## config.mk

```make
export PLATFORM = sky130hd
export DESIGN_NAME = reg_op_sequencer
export DESIGN_NICKNAME = d
export VERILOG_FILES = /design/src/rtl/reg_op_sequencer.sv
export SDC_FILE = /design/constraint.sdc
export NUM_CORES = 1
export LEC_CHECK = 0
export ABC_AREA = 0
export BUFFER_PORTS_ARGS = -buffer_cell sky130_fd_sc_hd__clkbuf_2
export CAP_MARGIN = 10
export CORE_ASPECT_RATIO = 0.7
export CORE_MARGIN = 3
export CORE_UTILIZATION = 49
export DETAILED_ROUTE_END_ITERATION = 16
export PLACE_DENSITY = 0.77
export REMOVE_ABC_BUFFERS = 1
export SETUP_SLACK_MARGIN = 0.15
export SKIP_LAST_GASP = 1
export SLEW_MARGIN = 15
export SYNTH_ARGS = -nofsm -noshare
export SYNTH_HDL_FRONTEND = slang
export SYNTH_SLANG_ARGS = --single-unit
```

## constraint.sdc

```tcl
create_clock -name clk -period 2.9 [get_ports clk]
set_input_delay 0.435 -clock clk [delete_from_list [all_inputs] [get_ports clk]]
set_output_delay 0.435 -clock clk [all_outputs]
set_load 0.02 [all_outputs]
```

## src/rtl/reg_op_sequencer.sv

```systemverilog
// Fetch/decode/execute sequencer for the 8085 register-group instructions
// (NOP, HLT, MOV r,r, MVI r,d8, INR r, DCR r) driving a register file port.
module reg_op_sequencer #(
    parameter logic [15:0] START_PC   = 16'h0000,
    parameter logic [7:0]  WAIT_LIMIT = 8'd255
) (
    input  logic        clk,
    input  logic        rst,
    input  logic [7:0]  mem_data,
    input  logic        mem_ready,
    output logic        mem_rd,
    output logic [15:0] mem_addr,
    output logic [2:0]  read_addr1,
    input  logic [7:0]  read_data1,
    output logic        write_en,
    output logic [2:0]  write_addr,
    output logic [7:0]  write_data,
    output logic        latch_is_mov,
    output logic [3:0]  flags,
    output logic [15:0] pc,
    output logic        halted,
    output logic        illegal,
    output logic        bus_err
);

    localparam int unsigned DW = 8;
    localparam int unsigned AW = 16;
    localparam int unsigned RW = 3;
    localparam int unsigned FW = 4;
    localparam logic [RW-1:0] REG_M = 3'b110;

    typedef enum logic [2:0] {
        S_FETCH,
        S_DECODE,
        S_IMM,
        S_EXEC,
        S_HALT
    } state_e;

    typedef enum logic [2:0] {
        OP_NOP,
        OP_HLT,
        OP_MOV,
        OP_MVI,
        OP_INR,
        OP_DCR,
        OP_BAD
    } op_e;

    state_e         state_q, state_d;
    logic [AW-1:0]  pc_q, pc_d;
    logic [DW-1:0]  ir_q, ir_d;
    logic [DW-1:0]  imm_q, imm_d;
    logic [FW-1:0]  flags_q, flags_d;
    logic [DW-1:0]  wait_q, wait_d;
    logic [RW-1:0]  rd_addr_q, rd_addr_d;
    logic [RW-1:0]  wr_addr_q, wr_addr_d;
    logic           bus_err_q, bus_err_d;

    logic [RW-1:0]  ddd;
    logic [RW-1:0]  sss;
    op_e            op_c;
    logic           bad_c;
    logic [DW-1:0]  result_c;
    logic           ac_c;

    assign ddd = ir_q[5:3];
    assign sss = ir_q[2:0];

    // Classify the latched opcode; bad_c covers unsupported and M-operand forms.
    always_comb begin
        op_c  = OP_BAD;
        bad_c = 1'b1;
        if (ir_q == 8'h00) begin
            op_c  = OP_NOP;
            bad_c = 1'b0;
        end else if (ir_q == 8'h76) begin
            op_c  = OP_HLT;
            bad_c = 1'b0;
        end else if (ir_q[7:6] == 2'b01) begin
            op_c  = OP_MOV;
            bad_c = (ddd == REG_M) || (sss == REG_M);
        end else if (ir_q[7:6] == 2'b00) begin
            case (sss)
                3'b110: begin
                    op_c  = OP_MVI;
                    bad_c = (ddd == REG_M);
                end
                3'b100: begin
                    op_c  = OP_INR;
                    bad_c = (ddd == REG_M);
                end
                3'b101: begin
                    op_c  = OP_DCR;
                    bad_c = (ddd == REG_M);
                end
                default: begin
                    op_c  = OP_BAD;
                    bad_c = 1'b1;
                end
            endcase
        end
    end

    // Result path goes straight through the register file read during EXEC.
    always_comb begin
        case (op_c)
            OP_MVI:  result_c = imm_q;
            OP_INR:  result_c = DW'(read_data1 + 8'd1);
            OP_DCR:  result_c = DW'(read_data1 - 8'd1);
            default: result_c = read_data1;
        endcase
        ac_c = (op_c == OP_INR) ? (read_data1[3:0] == 4'hF)
                                : (read_data1[3:0] != 4'h0);
    end

    // Next-state and register updates.
    always_comb begin
        state_d   = state_q;
        pc_d      = pc_q;
        ir_d      = ir_q;
        imm_d     = imm_q;
        flags_d   = flags_q;
        wait_d    = wait_q;
        rd_addr_d = rd_addr_q;
        wr_addr_d = wr_addr_q;
        bus_err_d = bus_err_q;

        case (state_q)
            S_FETCH, S_IMM: begin
                if (mem_ready) begin
                    pc_d   = AW'(pc_q + 16'd1);
                    wait_d = 8'd0;
                    if (state_q == S_FETCH) begin
                        ir_d    = mem_data;
                        state_d = S_DECODE;
                    end else begin
                        imm_d = mem_data;
                        // MVI M still consumes its byte but never writes.
                        if (bad_c) begin
                            state_d = S_FETCH;
                        end else begin
                            wr_addr_d = ddd;
                            state_d   = S_EXEC;
                        end
                    end
                end else if (wait_q == WAIT_LIMIT) begin
                    bus_err_d = 1'b1;
                    state_d   = S_HALT;
                end else begin
                    wait_d = DW'(wait_q + 8'd1);
                end
            end

            S_DECODE: begin
                case (op_c)
                    OP_NOP: state_d = S_FETCH;
                    OP_HLT: state_d = S_HALT;
                    OP_MVI: state_d = S_IMM;
                    OP_MOV: begin
                        if (bad_c) begin
                            state_d = S_FETCH;
                        end else begin
                            rd_addr_d = sss;
                            wr_addr_d = ddd;
                            state_d   = S_EXEC;
                        end
                    end
                    OP_INR, OP_DCR: begin
                        if (bad_c) begin
                            state_d = S_FETCH;
                        end else begin
                            rd_addr_d = ddd;
                            wr_addr_d = ddd;
                            state_d   = S_EXEC;
                        end
                    end
                    default: state_d = S_FETCH;
                endcase
            end

            S_EXEC: begin
                if ((op_c == OP_INR) || (op_c == OP_DCR)) begin
                    flags_d = {result_c[7], (result_c == 8'h00), ac_c, ~^result_c};
                end
                state_d = S_FETCH;
            end

            S_HALT: state_d = S_HALT;

            default: state_d = S_FETCH;
        endcase
    end

    // State register with synchronous reset.
    always_ff @(posedge clk) begin
        if (rst) begin
            state_q   <= S_FETCH;
            pc_q      <= START_PC;
            ir_q      <= 8'h00;
            imm_q     <= 8'h00;
            flags_q   <= 4'h0;
            wait_q    <= 8'd0;
            rd_addr_q <= 3'd0;
            wr_addr_q <= 3'd0;
            bus_err_q <= 1'b0;
        end else begin
            state_q   <= state_d;
            pc_q      <= pc_d;
            ir_q      <= ir_d;
            imm_q     <= imm_d;
            flags_q   <= flags_d;
            wait_q    <= wait_d;
            rd_addr_q <= rd_addr_d;
            wr_addr_q <= wr_addr_d;
            bus_err_q <= bus_err_d;
        end
    end

    // Strobes are pure decodes of the state register.
    assign mem_rd       = (state_q == S_FETCH) || (state_q == S_IMM);
    assign mem_addr     = pc_q;
    assign write_en     = (state_q == S_EXEC);
    assign write_addr   = wr_addr_q;
    assign write_data   = write_en ? result_c : 8'h00;
    assign read_addr1   = rd_addr_q;
    assign illegal      = (state_q == S_DECODE) && bad_c;
    assign halted       = (state_q == S_HALT);
    assign latch_is_mov = 1'b0;
    assign flags        = flags_q;
    assign pc           = pc_q;
    assign bus_err      = bus_err_q;

endmodule

```

; After elaboration in Yosys (flattened, before gate mapping)
; Index checks and enable logic that the tools add are counted.
[word_totals]
ff_bits = 54
input_bits = 19
out_inout_bits = 56
elab_cells = 92
[classes]
add_sub_neg = 4
n_eq_ne = 24
n_mux = 29
bitwise = 2
reduce_logical = 24
[op_table]
columns = cell, n
row1 = two-way mux 3 bit, 12
row2 = case mux 3 bit (3 select lines), 3
row3 = two-way mux 8 bit, 3
row4 = case mux 8 bit (3 select lines), 1
row5 = "== test 3 bit, second input constant", 7
row6 = "adder 16 x 1 -> 16 bit, second input constant", 1
row7 = "adder 8 x 1 -> 8 bit, second input constant", 2
row8 = logical NOT 8 bit, 2
row9 = "== test 3 x 2 -> 1 bit, second input constant", 4
row10 = "!= test 2 bit, second input constant", 6
row11 = case mux 3 bit (2 select lines), 2
row12 = AND reduction 3 bit, 3
row13 = "== test 8 x 7 -> 1 bit, second input constant", 1
row14 = "== test 8 bit, second input constant", 1
row15 = AND reduction 4 bit, 2
row16 = XNOR reduction 8 bit, 1
row17 = "subtractor 8 x 1 -> 8 bit, second input constant", 1
row18 = "== test 3 x 1 -> 1 bit, second input constant", 2
row19 = two-way mux 1 bit, 6
row20 = AND reduction 2 bit, 3
row21 = OR reduction 3 bit, 2
row22 = "== test 4 bit, second input constant", 1
row23 = two-way mux 2 bit, 2
row24 = nonzero test 2 bit, 2
row25 = other kinds (9), 13

; Longest topological paths before layout
[depth]
word_depth = 11
mapped_depth = 16
mapped_depth_nobuf = 14

; Least setup slack after synthesis
; Ideal clock, no wire load.
[synth_path]
path_kind = register -> register
startpoint = reg ir_q[1]
endpoint = reg flags_q[0] (netlist: flags[0])
t_arrival_ns = 3.045
path_slack_ns = -0.216
stages_incl_launch_ff = 16
cell_sequence = dfxtp_1 buf_2 nor4b_2 buf_4 nand2_1 inv_1 ha_1 a21o_1 a21oi_1 xnor2_1 a222oi_1 ha_1 xnor2_1 xnor2_1 nand2_1 a21oi_1
[synth_via]
elab_chain_cells = 9
elab_cells_between_ends = 17
cone_classes = 7 x eq/ne / 6 x mux / 4 x reduce/logical
[synth_lines]
columns = item, line_no
row1 = from (decl), 52  ; logic [DW-1:0] ir_q, ir_d;
row2 = from (signal assigned), 210  ; ir_q <= ir_d;
row3 = == test 3 bit, 84  ; case (sss)
row4 = case mux 3 bit (3 select lines), 84
row5 = two-way mux 3 bit, 83  ; end else if (ir_q[7:6] == 2'b00) begin
row6 = two-way mux 3 bit, 80  ; end else if (ir_q[7:6] == 2'b01) begin
row7 = two-way mux 3 bit, 77  ; end else if (ir_q == 8'h76) begin
row8 = two-way mux 3 bit (*), 74  ; if (ir_q == 8'h00) begin
row9 = == test 3 bit or == test 3 x 2 -> 1 bit (tied branches), "107, 183"
row10 = case mux 8 bit (3 select lines) or logical OR 1 bit (tied branches), "107, 183"
row11 = XNOR reduction 8 bit or AND reduction 2 bit (tied branches), n/a
row12 = to (signal assigned), 212  ; flags_q <= flags_d;
row13 = to (decl), 54  ; logic [FW-1:0] flags_q, flags_d;
; Every way passes the cells marked *; elsewhere a longest branch is shown, timed or not.
; A chain may end at the register's enable or synchronous reset.

; Final worst setup path
[layout_path]
startpoint = reg ir_q[6]
endpoint = out write_data[5]
[layout_via]
elab_chain_cells = 8
elab_cells_between_ends = 13
cone_classes = 5 x eq/ne / 6 x mux / 2 x reduce/logical
[layout_lines]
columns = item, line_no
row1 = logical NOT 2 bit, 83
row2 = two-way mux 3 bit, 83
row3 = two-way mux 3 bit, 80
row4 = two-way mux 3 bit, 77
row5 = two-way mux 3 bit (*), 74
row6 = == test 3 bit or == test 3 x 2 -> 1 bit (tied branches), 107  ; case (op_c)
row7 = case mux 8 bit (3 select lines) (*), 107
row8 = two-way mux 8 bit (*), 225  ; assign write_data = write_en ? result_c : 8'h00;
row9 = to (decl), 17  ; output logic [7:0] write_data,
; Marks and branches as above.

==> metrics.csv <==
metric,value,unit
nets,503,
drc,0,
cts.sinks,54,
max_cap_viol_count,0,
setup_viol,7,
drt_pass1_iterations,5,
fin_cells,546,
first_iter_violations,231,
path_clk_slew,0.10,ns
fin_crit,3.26,ns
hold_viol_final,0,
synth_edf_count,0,
r2r-start,ir_q[6],
slew_headroom,58.8,%
use_met3,4.58,%
crit_type,reg -> out,
async_flop_share,0,%
seq_area_frac_synth,34.6,%
fmax,307,MHz
grt_max_degree,27,
slowest_delay,0.35,ns
wl,8790,um
grt_usage,21.8,%
routedWlPerCell,16.1,um
clock_path_buffers,2,
cts-root-buf,clkbuf_8,
rsz0062_at_grt,true,
met2_usage,32.3,%
overflow,0,
die_x,101,um
critical_path.slowest_cell,dfxtp_2,
cts_buffers,5,
syn2layout_area_growth,28.6,%
slew_violations,0,
min_period_over_period,112,%
crit_family,buffers and inverters,
drive_gt1_share,32.9,%
h-tree-depth,2,
final_util,67.5,%
syn-instance-count,384,
power.leakage,1.65,nW
ys_ff_latch,54,
path_depth,13,
end_kind,primary output,
n_antenna_cell,0,
power.density,419,nW/um^2
via_per_inst,5.73,
syn_area,3130,sq um
fin_skew,0.00705,ns
initial_core_util,52.5,%
io_pins,75,
r2r_cells,16,
ys_warn_count,0,
place_inst,517,
fin_ws,-0.362,ns
ant_nets,0,
p_total,0.00169,W
worstPathCellList,"nor4b_4, nand2_1, inv_2, buf_6, buf_12, ha_4, inv_2, o22a_1, buf_4, mux2i_1, o211a_1, nor2_1, buf_4",
clock_latency,0.31,ns
irDropWorstVdd,0.247,mV
violations,negative setup slack,
fin_tns_setup,-1.25,ns
fillers,473,
num_vias,3129,
critPathLaunchType,register,
worst_slew_pin_slew,0.612,ns
numPortBuffers,73,
yosys.area.top_type_share,34.6,%
fp-row-count,23,
synth_top_cell_by_area,dfxtp_1,
top_usage_layer,met2,
hold_class,in -> reg,
detailed_place_hpwl,5740,um
crit_buf_inv,6,
cp-startpoint,ir_q[6],
grt_pass1_vias,2697,
grt_antenna_before_repair,0,
synth.area.top_cells,"dfxtp_1 35%, nand2_1 6.5%, a21oi_1 6.2%",
rrSetupSlack,-0.18,ns
crit_end,write_data[5],
die_height,72.8,um
place_ws,-0.0978,ns
status,"complete, but fails checks",
coreArea,5960,sq um
grt_pass1_wl,12700,um
crit_required,2.47,ns
arrival,2.83,ns
tritoncts,yes,
postSynthAreaPerCell,8.15,sq um
gp_congestion,0.941,
die_area,7390,sq um
grtUsageMet1,31.9,%
synthFlopType,dfxtp_1,
ys_types,58,
r2r-end,flags[0],
crit_fanout,4,
## layer usage
metal / vias to the layer above / wire [um]
li1: 1508 / -
met1: 1473 / 4040
met2: 128 / 3950
met3: 20 / 629
met4: 0 / 165
met5: - / 0
## synthesized netlist by cell type (7+ instances only)
cell,instances
a21oi_1,39
buf_4,18
clkbuf_1,10
dfxtp_1,54
ha_1,12
inv_1,10
nand2_1,54
nand3_1,11
nand4_1,7
nor2_1,43
nor3_1,9
o21ai_0,7
xnor2_1,15
xor2_1,10
## worst min path at each step
stage,start,to,depth (start not counted)
2_1_floorplan,imm_q[3],imm_q[3],2
3_3_place_gp,imm_q[0],imm_q[0],2
3_5_place_dp,imm_q[7],imm_q[7],2
4_1_cts,mem_data[6],ir_q[6],3
5_1_grt,mem_data[3],ir_q[3],3
6_report,mem_data[5],imm_q[5],3
## layout make-up
class	count	area [sq um]	area share, %
Sequential cell	54	1080	26.9
Tap cell	75	93.8	2.33
Clock inverter	2	13.8	0.342
Inverter	10	37.5	0.933
Timing Repair Buffer	113	757	18.8
Clock buffer	5	68.8	1.71
Multi-Input combinational cell	287	1970	48.9
## kinds of logic (layout without fill, tap and decap cells)
| logic type | Yosys count | after routing | share of synthesized area [%] |
|---|---|---|---|
| other | 1 | 1 | 0.120 |
| buffers and inverters | 43 | 130 | 7.52 |
| multiplexers | 6 | 6 | 1.92 |
| AND/OR/NAND/NOR | 160 | 160 | 25.6 |
| XOR/XNOR | 25 | 25 | 7.00 |
| adder cells (fa/ha/maj) | 13 | 13 | 5.44 |
| flip-flops | 54 | 54 | 34.6 |
| AO/OA/AOI/OAI | 82 | 82 | 17.8 |
## tightest hold or removal path, cell delays in order
cell and delay (ns):
clkbuf_2 0.09, nand2_1 0.05, a21oi_1 0.05
## through the flow
stage | cell area [sq um] | hold WS, ns
after floorplan | 2930 | 0.430
after global placement | 3520 | 0.449
after detailed placement | 3520 | 0.452
after CTS | 3820 | 0.342
after global routing | 4020 | 0.357
final | 4020 | 0.352
## flip-flops by register name (all words and copies together), names as in the netlist
| register | cells |
|---|---|
| write_addr | 3 |
| bus_err | 1 |
| imm_q | 8 |
| state_q | 3 |
| flags | 4 |
| mem_addr | 16 |
| read_addr1 | 3 |
| wait_q | 8 |
| ir_q | 8 |
## power by group
group,switching (W),internal [W],leakage [nW]
sequential,0.0000341,0.000769,0.437
clock,0.000243,0.000167,0.0444
combinational,0.000268,0.000205,1.16
## placed cells by master, fill, tap and decap left out, types with 5 or more instances in the layout
master     n
buf_4     26
nand4_1    7
nand2_1   54
clkbuf_8   5
ha_4       7
xnor2_1   13
a21oi_1   34
nor3_1     9
mux2i_1    6
nor2_1    41
xor2_1    10
ha_1       5
dfxtp_1   53
inv_1      8
clkbuf_2  67
nand3_1   11
buf_6     17
o21ai_0    7
nand2b_1   6
## repair_timing
| item | CTS | global route |
|---|---|---|
| resized for setup | 17 | 34 |
| endpoints found under the hold margin | 0 | 0 |
| buffers inserted | 19 | 3 |
| endpoints found under the setup margin | 7 | 9 |
| pin swaps | 12 | 8 |
| hold buffers | 0 | 0 |
(Power assumes the default switching activity.)
